--- src/rtl/uart_rx_data_sampling.sv ---
// UART receiver oversampling bit recovery. Synchronises the serial line, counts
// oversampling edges per bit, takes three mid-bit samples and majority-votes them.
// Also provides the edge index and the bit-boundary strobe used by the RX controller.
module uart_rx_data_sampling #(
  parameter int unsigned Prescale_Width = 6
) (
  input  logic                      CLK,
  input  logic                      RST,
  input  logic                      RX_IN,
  input  logic [Prescale_Width-1:0] Prescale,
  input  logic                      dat_samp_en,
  output logic                      Sampled_bit,
  output logic                      Sample_Valid,
  output logic                      Bit_Done,
  output logic [Prescale_Width-1:0] Edge_Cnt,
  output logic                      Prescale_ERR
);

  localparam logic [Prescale_Width-1:0] One  = Prescale_Width'(1);
  localparam logic [Prescale_Width-1:0] P8   = Prescale_Width'(8);
  localparam logic [Prescale_Width-1:0] P16  = Prescale_Width'(16);
  localparam logic [Prescale_Width-1:0] P32  = Prescale_Width'(32);

  logic                      rx_meta_q, rx_s_q;
  logic                      en_q;
  logic [Prescale_Width-1:0] p_q, p_d;
  logic                      err_q, err_d;
  logic [Prescale_Width-1:0] cnt_q, cnt_d;
  logic                      s0_q, s0_d;
  logic                      s1_q, s1_d;
  logic                      bit_q, bit_d;
  logic                      valid_q, valid_d;

  logic                      en_rise;
  logic                      legal;
  logic [Prescale_Width-1:0] half;
  logic [Prescale_Width-1:0] last;

  assign en_rise = dat_samp_en & ~en_q;
  assign legal   = (Prescale == P8) | (Prescale == P16) | (Prescale == P32);
  assign half    = p_q >> 1;
  assign last    = p_q - One;

  // Two-flop synchroniser on the asynchronous serial line; resets to idle-high.
  always_ff @(posedge CLK or negedge RST) begin
    if (!RST) begin
      rx_meta_q <= 1'b1;
      rx_s_q    <= 1'b1;
    end else begin
      rx_meta_q <= RX_IN;
      rx_s_q    <= rx_meta_q;
    end
  end

  // Next-state for prescale latch, edge counter, mid-bit samples and the voted bit.
  always_comb begin
    p_d     = p_q;
    err_d   = err_q;
    cnt_d   = cnt_q;
    s0_d    = s0_q;
    s1_d    = s1_q;
    bit_d   = bit_q;
    valid_d = 1'b0;

    // Prescale is only sampled on the enable rising edge; illegal values fall back to 8.
    if (en_rise) begin
      p_d   = legal ? Prescale : P8;
      err_d = ~legal;
    end

    if (dat_samp_en) begin
      cnt_d = (cnt_q == last) ? '0 : cnt_q + One;
      if (cnt_q == half - One) begin
        s0_d = rx_s_q;
      end
      if (cnt_q == half) begin
        s1_d = rx_s_q;
      end
      if (cnt_q == half + One) begin
        bit_d   = (s0_q & s1_q) | (s0_q & rx_s_q) | (s1_q & rx_s_q);
        valid_d = 1'b1;
      end
    end else begin
      // Abandon any partial bit so a later enable starts clean.
      cnt_d = '0;
      s0_d  = 1'b1;
      s1_d  = 1'b1;
    end
  end

  // State registers with asynchronous active-low reset.
  always_ff @(posedge CLK or negedge RST) begin
    if (!RST) begin
      en_q    <= 1'b0;
      p_q     <= P8;
      err_q   <= 1'b0;
      cnt_q   <= '0;
      s0_q    <= 1'b1;
      s1_q    <= 1'b1;
      bit_q   <= 1'b1;
      valid_q <= 1'b0;
    end else begin
      en_q    <= dat_samp_en;
      p_q     <= p_d;
      err_q   <= err_d;
      cnt_q   <= cnt_d;
      s0_q    <= s0_d;
      s1_q    <= s1_d;
      bit_q   <= bit_d;
      valid_q <= valid_d;
    end
  end

  assign Sampled_bit  = bit_q;
  assign Sample_Valid = valid_q;
  assign Edge_Cnt     = cnt_q;
  assign Prescale_ERR = err_q;
  assign Bit_Done     = dat_samp_en & (cnt_q == last);

endmodule

--- config.mk ---
export PLATFORM = sky130hd
export DESIGN_NAME = uart_rx_data_sampling
export DESIGN_NICKNAME = d
export VERILOG_FILES = /design/src/rtl/uart_rx_data_sampling.sv
export SDC_FILE = /design/constraint.sdc
export NUM_CORES = 1
export LEC_CHECK = 0
export ABC_AREA = 1
export CAP_MARGIN = 20
export CORE_ASPECT_RATIO = 0.9
export CORE_UTILIZATION = 54
export DETAILED_ROUTE_END_ITERATION = 8
export GPL_TIMING_DRIVEN = 0
export PLACE_DENSITY = 0.79
export SKIP_LAST_GASP = 1
export SLEW_MARGIN = 20
export SYNTH_ARGS = -nofsm -noshare
export SYNTH_HDL_FRONTEND = slang
export SYNTH_SLANG_ARGS = --single-unit
export TNS_END_PERCENT = 30
--- constraint.sdc ---
create_clock -name CLK -period 1.98 [get_ports CLK]
set_input_delay 0.396 -clock CLK [delete_from_list [all_inputs] [get_ports CLK]]
set_output_delay 0.396 -clock CLK [all_outputs]
set_load 0.02 [all_outputs]
==> results.md <==
* First-pass GRT wire length at ~5600 microns
* Nets at about 270
* Reg clk slew, reported paths at about 130 ps
* Synthesized area at around 0.0015 sq mm
* Clk sinks at 20
* Utilization after layout at approximately 74%
* Number of flops mapped to enable cells by yosys at 0
* Fillcell total at between 200 and 250
* Critical R2R Launch: p_q[3]
* MaxCap Viol Count at 0
* Die H at between 50 and 60 microns
* Htree depth at 1
* CP cell instances: buf_6, nor2_2, nand2_1, nand3_1, nand2_1, nand2_1, nor2_2, nand2_2, nor2_1, buf_4
* Syn Inst Count at about 230
* Depth of the most critical reg-to-reg path at 11
* M3 GR Usage at under 10%
* Mean Syn Cell Area at ~6.4 sq um
* Startpoint types: flip-flop
* Drt drc at 0
* Clk Latency, worst-skew pair at slightly above 300 ps
* Synth Register Bits at 20
* Area growth from synthesis to layout at 26.4%
* Vias/cell at 5.00
* Fin cells at ~290
* Worst EP required at approximately 1600 ps
* Die width at roughly 57 microns
* Static leakage at ~0.00096 uW
* Routed vias at 1431
* Gr usage total at 25.2%
* Total Routed Length at between 3000 and 4000 microns
* Slew @ Worst Pin at 920 ps
* CP top delay family: simple AND/OR/NAND/NOR gates
* Asr flop ratio synth at 100%
* Length of the first detailed-routing pass in iterations at 5
* Setup WS post-layout at -201 ps
* Worst Path Buf+Inv at 2
* Max Clock Skew at approximately 9.4 ps
* Initial Utilization at around three fifths
* Met2 Use GR at between 40 and 50%
* Number of primary I/O pins at 20
* Syn Nets at 242
* Core ar. at ~0.0025 sq mm
* Peak supply drop at slightly below 0.4 mV
* Initial antenna violation count at 0
* Number of global-route vias before repair at about 1300
* Syn. warnings at 0
* Register area share after synthesis at 34.7%
* Antenna Violating Nets Remaining at 0
* Violated checks: negative setup slack
* Worst stage delay on the critical path at around 550 ps
* Grt ovf at 0
* Final setup fails at 1
* Power Dens Cells at 587 mW/mm^2
* Status: finished, violations left
* Routed len/inst at roughly 12 microns
* Critical path endpoint: Bit_Done
* Largest net degree at the start of global routing at 21
* Dominant synthesized flop cell: dfrtp_1
* Hold_ws at roughly 380 ps
* Total CTS buffers at 3
* Max_slew headroom at about two fifths
* Synth cell types at 24
* Crit path top cell by count: nand2_1
* Placed instance count at around 270
* Met1 GRT Util at 31.7%
* CTS tree: built
* Post-detail-place hpwl at 2470 microns
* Rows at 17
* Layout cell share with drive strength beyond 1 at between 10% and 20%
* Worst Hold Class: reg2reg
* # hold bufs at CTS at 0
* CP max stage cell: dfstp_2
* Worst setup EP type: output port
* Pre-CTS setup slack at -601 ps
* CP Max Fanout at 8
* Clk root buf: clkbuf_4
* Longest Clk Path Bufs at 2
* Detailed Route Iter0 Violations at between 60 and 70
* Pwr Total at around 1100 uW
* R2R setup slack at approximately 390 ps
* Kind of critical path: reg2out
* Final GP Congestion at 0.828
* RSZ-0062 raised after global routing: true
* Die area at 0.00292 sq mm
* GR peak layer: met2
* I/O Buffers at 19
* Fin. Hold Viols at 0
* Number of diodes at 0
* F_max at roughly 460 MHz
* Final Cycle Share at 110%
* Pins Over Slew Limit at 0
* CP startpoint: p_q[3]
* Levels on crit path at 10
* Tmin final at around 2200 ps
* RR Endpoint: Edge_Cnt[4]
* CP Data Arrival Time at 1780 ps
==> routing by layer <==
metal | wire [microns] | part of all wire (%)
met5 | 0 | 0
met2 | 1620 | 48
met4 | 15 | 0.44
met1 | 1560 | 46
met3 | 177 | 5.2
==> kinds of logic after synthesis <==
family | count (synthesis) | share of synthesized area (%)
XOR/XNOR | 6 | 3.59
adder cells (fa/ha/maj) | 6 | 4.96
AND/OR/NAND/NOR | 155 | 44.7
flip-flops | 20 | 34.7
buffers and inverters | 36 | 10.6
AO/OA/AOI/OAI | 4 | 1.37
==> how the worst min path moves through the flow <==
| stage | depth (start not counted) | slack, ps | start | end |
|---|---|---|---|---|
| floorplan | 0 | 100 | RST | Edge_Cnt[0] |
| global placement | 0 | 350 | rx_meta_q | rx_s_q |
| finish | 0 | 380 | rx_meta_q | rx_s_q |
| detailed placement | 0 | 350 | rx_meta_q | rx_s_q |
| global route | 0 | 390 | rx_meta_q | rx_s_q |
| CTS | 0 | 380 | rx_meta_q | rx_s_q |
==> registers in the layout, indices dropped and copies added, names as in the netlist <==
name,count
Prescale_ERR,1
en_q,1
Sample_Valid,1
s0_q,1
Sampled_bit,1
Edge_Cnt,6
rx_meta_q,1
p_q,6
rx_s_q,1
s1_q,1
==> placed cells by master, fill, tap and decap left out, types with 2 or more instances in the layout <==
cell type        synthesis  final
nand2_2                  3      3
o21ai_0                  3      3
nor2_4                   2      2
dfstp_2                  6      6
ha_1                     5      2
inv_4                    2      4
clkdlybuf4s50_1          0     18
inv_2                    3      3
clkbuf_4                 0      3
nor2_1                  34     33
buf_4                    2     10
buf_6                    1      2
nor3_1                   2      2
dfrtp_1                 14     12
dfrtp_2                  0      2
ha_4                     0      3
nor2_2                   1      2
nand3_1                 18     18
nand2_1                 90     90
xor2_1                   4      4
xnor2_1                  2      2
inv_1                   28     26
nand4_1                  2      2
==> layout make-up <==
class	instances	area (sq um)	share of cell area [%]
buffer	3	26.3	1.42
clock buffer	3	22.5	1.22
clock inverter	1	30.0	1.62
inverter	33	134	7.24
multi-input combinational	171	840	45.4
sequential	20	510	27.6
tap	28	35.0	1.89
timing repair buffer	27	251	13.6
==> cells in the mapped netlist (2+ instances only) <==
cell      n  share of area, %
nor2_4    2               1.5
nor2_1   34               8.7
nand2_2   3               1.3
o21ai_0   3               1.0
inv_4     2              0.86
nand4_1   2              0.86
nand3_1  18               6.2
xnor2_1   2               1.2
inv_2     3              0.77
inv_1    28               7.2
nor3_1    2              0.68
xor2_1    4               2.4
nand2_1  90                23
ha_1      5               4.3
dfrtp_1  14                24
buf_4     2               1.0
dfstp_2   6                11
==> per-stage QoR <==
stage               cell area, sq um  setup TNS [ps]
floorplan                       1460               0
global placement                1690            -589
detailed placement              1690            -601
CTS                             1850            -197
global route                    1850            -336
finish                          1850            -201
==> power by group <==
part           internal, uW  total, uW  switching [uW]  leakage, uW
clock network           205        343             138    0.0000279
registers               449        473            23.4     0.000246
logic                   112        271             159     0.000683
==> what timing repair did <==
action | in CTS | in global routing
pin swaps | 6 | 0
setup buffers | 8 | 0
gates resized for setup | 18 | 1
endpoints found under the setup margin | 1 | 1
Power figures use the tool's default switching activity.
